### config.mk
export PLATFORM = sky130hd
export DESIGN_NAME = deser16
export DESIGN_NICKNAME = d
export VERILOG_FILES = /design/src/rtl/deser16_pkg.sv /design/src/rtl/and16.sv /design/src/rtl/deser16_shreg.sv /design/src/rtl/dff.sv /design/src/rtl/deser16.sv
export SDC_FILE = /design/constraint.sdc
export NUM_CORES = 1
export LEC_CHECK = 0
export ABC_AREA = 1
export CORE_MARGIN = 2
export CORE_UTILIZATION = 43
export CTS_CLUSTER_DIAMETER = 50
export DETAILED_ROUTE_END_ITERATION = 7
export PLACE_DENSITY = 0.74
export SETUP_SLACK_MARGIN = 0.02
export SLEW_MARGIN = 20
export SYNTH_ARGS = -nofsm -noshare
export SYNTH_HDL_FRONTEND = slang
export SYNTH_SLANG_ARGS = --single-unit
### constraint.sdc
create_clock -name clk -period 1.7 [get_ports clk]
set_clock_uncertainty 0.2 [all_clocks]
set_input_delay 0.51 -clock clk [delete_from_list [all_inputs] [get_ports clk]]
set_output_delay 0.51 -clock clk [all_outputs]
set_load 0.01 [all_outputs]
### src/rtl/deser16_pkg.sv
`default_nettype none
// +------------------------------------------------------------------+
// | Module  : deser16_pkg                                             |
// | Desc    : Shared widths and FSM state encoding for deser16.       |
// | Rev     : 1.0 initial release                                     |
// +------------------------------------------------------------------+
package deser16_pkg;

    localparam int WORD_W = 16;
    localparam int CNT_W  = 4;

    localparam logic [1:0] ST_IDLE  = 2'd0;
    localparam logic [1:0] ST_SHIFT = 2'd1;
    localparam logic [1:0] ST_PAR   = 2'd2;
    localparam logic [1:0] ST_HOLD  = 2'd3;

endpackage : deser16_pkg
`default_nettype wire

### src/rtl/and16.sv
`default_nettype none
// +------------------------------------------------------------------+
// | Module  : and16                                                   |
// | Desc    : Standard 16-input AND reduction cell.                   |
// | Rev     : 1.0 initial release                                     |
// +------------------------------------------------------------------+
module and16 (
    input  logic [15:0] i_a,
    output logic        o_y
);

    assign o_y = &i_a;

endmodule : and16
`default_nettype wire

### src/rtl/deser16_shreg.sv
`default_nettype none
// +------------------------------------------------------------------+
// | Module  : deser16_shreg                                           |
// | Desc    : 16-bit shift register with 4-bit wrapping bit counter.  |
// | Rev     : 1.0 initial release                                     |
// +------------------------------------------------------------------+
module deser16_shreg
    import deser16_pkg::*;
#(
    parameter int MSB_FIRST = 0
) (
    input  logic              clk,
    input  logic              rst,
    input  logic              i_clr,
    input  logic              i_shift,
    input  logic              i_bit,
    output logic [WORD_W-1:0] o_word,
    output logic [CNT_W-1:0]  o_cnt
);

    logic [WORD_W-1:0] r_word;
    logic [CNT_W-1:0]  r_cnt;
    logic [WORD_W-1:0] w_word_d;
    logic [CNT_W-1:0]  w_cnt_d;
    logic [WORD_W-1:0] w_shifted;

    // LSB-first enters at the top so the first bit ends in word[0] after 16 shifts
    generate
        if (MSB_FIRST != 0) begin : g_msb_first
            assign w_shifted = {r_word[WORD_W-2:0], i_bit};
        end else begin : g_lsb_first
            assign w_shifted = {i_bit, r_word[WORD_W-1:1]};
        end
    endgenerate

    always_comb begin
        w_word_d = r_word;
        w_cnt_d  = r_cnt;
        if (i_clr) begin
            w_word_d = '0;
            w_cnt_d  = '0;
        end else if (i_shift) begin
            w_word_d = w_shifted;
            w_cnt_d  = r_cnt + CNT_W'(1);
        end
    end

    dff #(.W(WORD_W)) u_word_ff (
        .clk (clk),
        .rst (rst),
        .i_d (w_word_d),
        .o_q (r_word)
    );

    dff #(.W(CNT_W)) u_cnt_ff (
        .clk (clk),
        .rst (rst),
        .i_d (w_cnt_d),
        .o_q (r_cnt)
    );

    assign o_word = r_word;
    assign o_cnt  = r_cnt;

endmodule : deser16_shreg
`default_nettype wire

### src/rtl/dff.sv
`default_nettype none
// +------------------------------------------------------------------+
// | Module  : dff                                                     |
// | Desc    : Standard W-bit D flip-flop, synchronous reset to zero.  |
// | Rev     : 1.0 initial release                                     |
// +------------------------------------------------------------------+
module dff #(
    parameter int W = 1
) (
    input  logic         clk,
    input  logic         rst,
    input  logic [W-1:0] i_d,
    output logic [W-1:0] o_q
);

    logic [W-1:0] r_q;

    always_ff @(posedge clk) begin
        if (rst) begin
            r_q <= '0;
        end else begin
            r_q <= i_d;
        end
    end

    assign o_q = r_q;

endmodule : dff
`default_nettype wire

### src/rtl/deser16.sv
`default_nettype none
// +------------------------------------------------------------------+
// | Module  : deser16                                                 |
// | Desc    : Serial-to-16-bit deserializer with valid/ready handshake.|
// |           Define DESER16_PARITY_EN for a trailing even-parity bit.|
// | Rev     : 1.0 initial release                                     |
// +------------------------------------------------------------------+
module deser16
    import deser16_pkg::*;
#(
    parameter int MSB_FIRST = 0
) (
    input  logic              clk,
    input  logic              rst,
    input  logic              bit_in,
    input  logic              bit_valid,
    output logic              bit_ready,
    output logic [WORD_W-1:0] word,
    output logic              word_valid,
    input  logic              word_ready,
    output logic              all_ones,
    output logic              par_err
);

    logic [1:0]        r_state;
    logic [1:0]        w_state_d;
    logic [WORD_W-1:0] r_word;
    logic [CNT_W-1:0]  r_cnt;
    logic              w_accept;
    logic              w_shift;
    logic              w_clr;
    logic              w_last_data;
    logic              w_and_all;

    // State register
    dff #(.W(2)) u_state_ff (
        .clk (clk),
        .rst (rst),
        .i_d (w_state_d),
        .o_q (r_state)
    );

    assign w_last_data = (r_cnt == {CNT_W{1'b1}});

    // Next-state logic
    always_comb begin
        w_state_d = r_state;
        case (r_state)
            ST_IDLE: begin
                if (w_accept) w_state_d = ST_SHIFT;
            end
            ST_SHIFT: begin
                if (w_accept && w_last_data) begin
`ifdef DESER16_PARITY_EN
                    w_state_d = ST_PAR;
`else
                    w_state_d = ST_HOLD;
`endif
                end
            end
            ST_PAR: begin
                if (w_accept) w_state_d = ST_HOLD;
            end
            ST_HOLD: begin
                if (word_ready) w_state_d = ST_IDLE;
            end
            default: w_state_d = ST_IDLE;
        endcase
    end

    // Output / control logic
    always_comb begin
        bit_ready  = !rst && (r_state != ST_HOLD);
        word_valid = (r_state == ST_HOLD);
        w_accept   = bit_valid && bit_ready;
        w_shift    = w_accept && (r_state != ST_PAR);
        w_clr      = word_valid && word_ready;
    end

    deser16_shreg #(.MSB_FIRST(MSB_FIRST)) u_shreg (
        .clk     (clk),
        .rst     (rst),
        .i_clr   (w_clr),
        .i_shift (w_shift),
        .i_bit   (bit_in),
        .o_word  (r_word),
        .o_cnt   (r_cnt)
    );

    and16 u_and16 (
        .i_a (r_word),
        .o_y (w_and_all)
    );

    assign word     = r_word;
    assign all_ones = w_and_all && word_valid;

`ifdef DESER16_PARITY_EN
    logic r_par_bit;
    logic w_par_d;

    always_comb begin
        w_par_d = r_par_bit;
        if (w_clr) begin
            w_par_d = 1'b0;
        end else if (w_accept && (r_state == ST_PAR)) begin
            w_par_d = bit_in;
        end
    end

    dff #(.W(1)) u_par_ff (
        .clk (clk),
        .rst (rst),
        .i_d (w_par_d),
        .o_q (r_par_bit)
    );

    assign par_err = word_valid && ((^r_word) ^ r_par_bit);
`else
    assign par_err = 1'b0;
`endif

endmodule : deser16
`default_nettype wire

==> summary.md, run 1 <==
| Metric | Value |
|---|---|
| Status | `complete, but fails checks` |
| Failing checks | `setup timing` |
| CP cell instances | `inv_1 -> nor3_2 -> nand3_1 -> nor3_2 -> buf_2` |
| Worst skew pair latency | `around 0.3 ns` |
| Final setup viols | `16` |
| Antenna Nets Post-Route | `0` |
| Cell taking the most area after synthesis | `dfxtp_1` |
| Synth Area per Inst | `roughly 7.6 µm²` |
| Height of the die | `approximately 53 µm` |
| Detailed-route via count | `between 1000 and 1500` |
| Max-Cap Viols | `0` |
| Worst hold margin | `0.303 ns` |
| First-pass GRT wire length | `approximately 4700 µm` |
| Detailed Place HPWL | `approximately 1800 µm` |
| Row cnt | `17` |
| Cell variety after synth | `23` |
| Placed Instance Area | `~1500 µm²` |
| Post-synth top area share | `0.427` |
| Complex-gate fraction of the synthesized area | `0.144` |
| YS warnings | `0` |
| Worst path bufs/invs | `2` |
| Largest family of logic cells by synthesized area | `simple AND/OR/NAND/NOR gates` |
| Cell with the most instances after synthesis | `nand2_1` |
| Largest net degree at the start of global routing | `13` |
| CP startpoint kind | `flip-flop` |
| H-tree levels | `1` |
| Final hold violations | `0` |
| Synth Area in Adders | `0.0728` |
| Synth Area in Simple Gates | `0.251` |
| CP max-delay cell | `dfxtp_1` |
| Nets | `~200` |
| CP endpoint kind | `output pin` |
| Die ar. | `around 2800 µm²` |
| Combinational cell fraction of total power | `0.493` |
| Synth cell count leaders | `nand2_1 (33), dfxtp_1 (22), a21oi_1 (19)` |
| Peak VDD IR | `between 0.7 and 0.8 mV` |
| Diode count | `0` |
| Min Tclk post-route | `slightly above 2 ns` |
| GR Overflow Total | `0` |
| Critical path's most frequent cell | `nor3_2` |
| Final Non-Filler Cells | `between 200 and 250` |
| Lkg Pwr | `around 0.73 nW` |
| I/O Pins | `25` |
| Biggest cell delay along the critical path | `between 0.3 and 0.4 ns` |
| Switching Share | `0.372` |
| Sequential element share of the synthesized area | `0.427` |
| Final cycle utilization of the critical path | `1.20` |
| Number of synthesized register bits | `22` |
| Tot GR Track Use | `0.234` |
| Part of the power in registers | `0.369` |
| Mux contribution to synthesized area | `0` |
| Chip width | `~53 µm` |
| Routed length per placed instance | `14.0 µm` |
| Synthesized cell area | `about 1000 µm²` |
| Initial Util | `0.462` |
| Asr flop ratio synth | `0` |
| Synthesis-to-finish area growth | `60.1%` |
| Clk buf depth | `2` |
| Fmax | `between 400 and 500 MHz` |
| Setup slack after layout | `-0.344 ns` |
| Via density | `~5.1` |
| WP data arrival | `~1.3 ns` |
| Initial antenna violation count | `0` |
| First-pass detailed-route iteration total | `4` |
| Internal | `~0.0011 W` |
| Via count of the first global-routing pass | `between 1000 and 1500` |
| Core area | `2230 µm²` |
| Crit path max-delay family | `simple AND/OR/NAND/NOR gates` |
| Ys flop type | `dfxtp_1` |
| Layout cells sized above 1 | `0.516` |
| RSZ-0062 raised after global routing | `yes` |
| Number of remaining DRC errors | `0` |
| Placed cells | `205` |
| Hold_buf cts | `0` |
| P per Cell Area | `1060 nW/µm²` |
| Clock slew at reported path FFs | `~0.11 ns` |
| Worst path required time | `0.99 ns` |
| Net count after synthesis | `approximately 150` |
| CTS buffer count | `3` |
| Xor/xnor share of the synthesized area | `0.00850` |
| TritonCTS Sinks | `22` |
| 1st-iter DRT viols | `10` |
| Worst-path maximum fanout | `2` |
| Setup Crit Path Kind | `reg -> out` |
| Clock tree root driver cell | `clkbuf_4` |
| Gpl congestion | `~0.69` |
| Worst min path class | `reg -> reg` |
| P_sw | `between 0.0006 and 0.0007 W` |
| Clock power frac | `0.138` |
| Top post-synthesis cells by area | `dfxtp_1 (43%), nand2_1 (12%), a21oi_1 (9.2%)` |
| EDFF count, synth | `0` |
| Cells after Synth | `135` |
| Design area | `roughly 1700 µm²` |
| CTS tree | `done` |
| Pins over their slew limit | `0` |
| Routed wire length | `a little under 3000 µm` |
| Port bufs | `23` |
stage by stage:
stage | worst slack [ns] | setup TNS [ns] | total power, W | util
2_1_floorplan | 0.0129 | 0 | 0.00104 | -
3_3_place_gp | -0.611 | -6.10 | 0.00129 | 0.666
3_5_place_dp | -0.625 | -7.19 | 0.00133 | 0.666
4_1_cts | -0.336 | -1.21 | 0.00168 | 0.719
5_1_grt | -0.443 | -2.40 | 0.00186 | 0.739
6_report | -0.344 | -0.932 | 0.00174 | 0.739
cell usage in the layout, fill, tap and decap left out, types with 2 or more instances in the layout:
cell              n
nand2_1          31
buf_4            21
buf_2            14
dfxtp_2          13
inv_1            12
a21oi_2          10
a21oi_1          10
nor2_1            7
dfxtp_1           7
o21ai_2           6
nor3_2            4
ha_1              4
nand4_1           3
inv_2             3
nand3_1           3
nor2_4            3
clkbuf_4          3
clkdlybuf4s50_1   3
buf_6             3
nand2_4           2
buf_16            2
dlygate4sd2_1     2
buf_12            2
dfxtp_4           2
flip-flops by register name, indices dropped and copies added, names as in the netlist:
| name | cells |
|---|---|
| u_shreg.u_cnt_ff.o_q | 4 |
| u_shreg.u_word_ff.o_q | 16 |
| u_state_ff.o_q | 2 |
worst reg2reg max path, delay by kind of cell (launching register included):
family	cells	cell delay, ns
buffers and inverters	3	0.46
and+or+nand+nor	4	0.39
DFF	1	0.37
adders and majority gates	1	0.16
AOI/OAI and AO/OA	1	0.12
layout make-up:
cell class	instances	area (µm²)
Inverter	15	56.3
Timing Repair Buffer	50	444
Multi-Input combinational cell	93	624
Sequential cell	22	464
Fill cell	171	583
Clock buffer	4	26.3
Tap cell	28	35.0
power by group through the flow:
stage                     logic, W  clock network, W  registers, W
after detailed placement  0.000686                 0      0.000649
after global placement    0.000648                 0      0.000645
after floorplan           0.000357                 0      0.000682
final                     0.000859          0.000241      0.000644
after CTS                 0.000797          0.000244      0.000641
after global routing      0.000951          0.000261      0.000649
cells by family after synthesis:
family	Yosys count
other	1
DFF	22
and+or+nand+nor	56
xor gates and xnor gates	1
adders and majority gates	6
AOI/OAI and AO/OA	29
buffers and inverters	20
repair_timing:
action | in CTS | in global routing
gates cloned | 3 | 0
buffers inserted | 1 | 0
gates resized for setup | 98 | 21
pin swaps | 3 | 4
endpoints found under the setup margin | 28 | 28
final timing paths:
path | startpoint | end | slack [ns] | depth (start not counted)
setup / recovery | u_shreg.u_word_ff.o_q[4] | all_ones | -0.34 | 5
hold / removal | u_shreg.u_word_ff.o_q[1] | u_shreg.u_word_ff.o_q[1] | 0.30 | 2
hold reg to reg | u_shreg.u_word_ff.o_q[1] | u_shreg.u_word_ff.o_q[1] | 0.30 | 2
setup reg to reg | u_state_ff.o_q[1] | u_shreg.u_word_ff.o_q[6] | -0.05 | 9
metal layers:
| layer | wire length (µm) | GRT usage | vias to the layer above |
|---|---|---|---|
| met5 | 0 | 0 | - |
| met4 | 59 | 0.0983 | 0 |
| met3 | 113 | 0.0282 | 8 |
| met2 | 1620 | 0.456 | 30 |
| met1 | 1180 | 0.247 | 510 |
| li1 | - | - | 532 |
Note: power is estimated with default switching activity, not from simulation.
==> run 2, diff against run 1 <==
--- a/config.mk
+++ b/config.mk
@@ -7,10 +7,11 @@
 export LEC_CHECK = 0
 export ABC_AREA = 1
 export CORE_MARGIN = 2
-export CORE_UTILIZATION = 43
+export CORE_UTILIZATION = 54
 export CTS_CLUSTER_DIAMETER = 50
 export DETAILED_ROUTE_END_ITERATION = 7
-export PLACE_DENSITY = 0.74
+export DONT_BUFFER_PORTS = 1
+export PLACE_DENSITY = 0.72
 export SETUP_SLACK_MARGIN = 0.02
 export SLEW_MARGIN = 20
 export SYNTH_ARGS = -nofsm -noshare
==> run 2 against run 1 <==
Net effect:
- sequential share of layout area is 2.5 points higher
- the run still ends with setup timing left
- clock power is 42% higher
- final area is 11% lower
- power is 0.63% lower
- core utilization is 9.4 points higher
- combinational power is 13% lower
- largest power group unchanged
- die area is 19% lower
- setup slack better by 0.031 ns
- via count is 6.5% lower
- final cell count is 13% lower
==> summary.md, run 2 (synthesis gave the netlist of run 1 again) <==
| Metric | Value |
|---|---|
| Status | `complete, but fails checks` |
| Failing checks | `setup timing` |
| Diode count | `0 (unchanged)` |
| Gpl congestion | `0.716 (+3.1%)` |
| Initial Util | `0.584 (+0.123)` |
| Core area | `1760 µm² (-21%)` |
| CTS buffer count | `3 (unchanged)` |
| Reg2reg path depth | `9 (unchanged)` |
| Most frequent cells in the layout | `nand2_1 (23), dfxtp_1 (19), buf_4 (18), inv_1 (11)` |
| Peak VDD IR | `0.693 mV (-6.4%)` |
| Via density | `5.46 (+7.2%)` |
| Final hold violations | `0 (unchanged)` |
| Clock tree root driver cell | `clkbuf_4` |
| Chip width | `47.7 µm (-9.9%)` |
| Nets | `172 (-12%)` |
| Via count of the first global-routing pass | `864 (-25%)` |
| First-pass GRT wire length | `3510 µm (-26%)` |
| Number of remaining DRC errors | `0 (unchanged)` |
| Antenna Nets Post-Route | `0 (unchanged)` |
| Fmax | `497 MHz (+1.5%)` |
| 1st-iter DRT viols | `24 (+14)` |
| Final setup viols | `17 (+1)` |
| Worst hold margin | `0.118 ns (-0.185 ns)` |
| Placed Instance Area | `1230 µm² (-18%)` |
| Routed length per placed instance | `15.8 µm (+13%)` |
| First-pass detailed-route iteration total | `4 (unchanged)` |
| Worst path required time | `0.99 ns (about the same)` |
| Fillers | `112 (-35%)` |
| Routed wire length | `2920 µm (-1.4%)` |
| WHS Path Cells | `2 (unchanged)` |
| Min Tclk post-route | `2.01 ns (-0.0309 ns)` |
| P per Cell Area | `1180 nW/µm² (+12%)` |
| RSZ-0062 raised after global routing | `yes` |
| Setup Crit Path Kind | `reg -> out` |
| Worst min path class | `in -> reg` |
| Detailed-route via count | `1010 (-6.5%)` |
| Tot GR Track Use | `0.218 (-0.0158)` |
| Clk buf depth | `2 (unchanged)` |
| Max FFs per register | `16 (unchanged)` |
| TritonCTS Sinks | `22 (unchanged)` |
| FF+latch area | `449 µm² (-3.2%)` |
| Design area | `1470 µm² (-11%)` |
| Worst skew pair latency | `0.31 ns (about the same)` |
| Largest net degree at the start of global routing | `18 (+5)` |
| I/O Pins | `25 (unchanged)` |
| Worst-path maximum fanout | `2 (unchanged)` |
| Post-route total power | `0.00173 W (-0.63%)` |
| GR Overflow Total | `0 (unchanged)` |
| Height of the die | `47.7 µm (-9.9%)` |
| Lkg Pwr | `0.642 nW (-12%)` |
| Max-Cap Viols | `0 (unchanged)` |
| WP data arrival | `1.30 ns (-0.03 ns)` |
| Synthesis-to-finish area growth | `42.5%` |
| CP startpoint kind | `flip-flop` |
| Layout cells sized above 1 | `0.444 (-0.0726)` |
| Setup TNS | `-1.49 ns (-0.553 ns)` |
| Initial antenna violation count | `0 (unchanged)` |
| CP endpoint kind | `output pin` |
| Detailed Place HPWL | `1690 µm (-6.2%)` |
| Pins over their slew limit | `0 (unchanged)` |
| Multi-input gate area | `637 µm² (+2.0%)` |
| Row cnt | `15 (-2)` |
| Setup slack after layout | `-0.313 ns (+0.0309 ns)` |
| CTS tree | `done` |
| Final cycle utilization of the critical path | `1.18 (-0.0182)` |
| Clock slew at reported path FFs | `0.12 ns (about the same)` |
| Port bufs | `0 (-100%)` |
| Most common cell after layout, fill and taps aside | `nand2_1` |
| H-tree levels | `1 (unchanged)` |
| Die ar. | `2270 µm² (-19%)` |
==> run 2: cell types whose count changed in the layout (fill, tap and decap cells not counted), moves of 3 or more <==
| cell | before | now |
|---|---|---|
| buf_2 | 14 | 0 |
| dfxtp_1 | 7 | 19 |
| dfxtp_2 | 13 | 1 |
| nand2_1 | 31 | 23 |
| o21ai_1 | 1 | 6 |
| nand2_2 | 1 | 5 |
| nand2_4 | 2 | 6 |
| buf_4 | 21 | 18 |
| buf_6 | 3 | 6 |
| clkdlybuf4s50_1 | 3 | 0 |
| o21ai_2 | 6 | 3 |
==> run 2: power by group <==
group	internal (W)	total, W	switching [W]
clock network	0.000180	0.000343	0.000163
logic	0.000323	0.000746	0.000424
registers	0.000594	0.000645	0.0000507
==> run 2: final cells by class <==
class | instances | area share
Multi-Input combinational cell | 93 | 0.434
Sequential cell | 22 | 0.306
Timing Repair Buffer | 26 | 0.169
Inverter | 15 | 0.0383
Clock buffer | 4 | 0.0324
Tap cell | 25 | 0.0213
==> run 2: worst max-delay path, stage by stage, from the launching register on <==
cell and delay [ns]:
dfxtp_4 0.38, ha_4 0.14, inv_2 0.04, nor2_1 0.10
nand3_1 0.12, nor3_2 0.21
==> run 2: repair_timing <==
item / 4_1_cts / 5_1_grt
gates resized for setup: 6 / 37
cloned: 0 / 1
hold buffers: 0 / 0
setup buffers: 2 / 1
endpoints found under the setup margin: 4 / 23
pin swaps: 2 / 8
==> run 2: worst paths after layout <==
kind | from | to | slack (ns)
setup / recovery | u_state_ff.o_q[1] | all_ones | -0.31
setup reg to reg | u_state_ff.o_q[0] | u_shreg.u_word_ff.o_q[6] | -0.12
hold / removal | bit_in | u_shreg.u_word_ff.o_q[15] | 0.12
hold reg to reg | u_shreg.u_word_ff.o_q[0] | u_shreg.u_word_ff.o_q[0] | 0.29
==> run 2: per-stage QoR <==
step / worst slack [ns] / utilization / cells
2_1_floorplan: 0.0129 / - / 135
3_3_place_gp: 0.0173 / 0.695 / 177
3_5_place_dp: 0.000635 / 0.695 / 177
4_1_cts: -0.253 / 0.743 / 183
5_1_grt: -0.354 / 0.833 / 185
6_report: -0.313 / 0.833 / 185
==> run 2: layer usage <==
| layer | share of wire | wire length (µm) | vias up | track usage |
|---|---|---|---|---|
| met5 | 0 | 0 | - | 0 |
| met4 | 0.037 | 107 | 0 | 0.0703 |
| met3 | 0.057 | 168 | 14 | 0.0415 |
| met2 | 0.50 | 1460 | 47 | 0.389 |
| met1 | 0.41 | 1190 | 466 | 0.260 |
| li1 | - | - | 483 | - |
==> run 3, diff against run 2 <==
--- a/config.mk
+++ b/config.mk
@@ -6,6 +6,7 @@
 export NUM_CORES = 1
 export LEC_CHECK = 0
 export ABC_AREA = 1
+export CAP_MARGIN = 10
 export CORE_MARGIN = 2
 export CORE_UTILIZATION = 54
 export CTS_CLUSTER_DIAMETER = 50
==> results of run 3 <==
The final DEF is identical to that of run 2; final timing and power are the same.
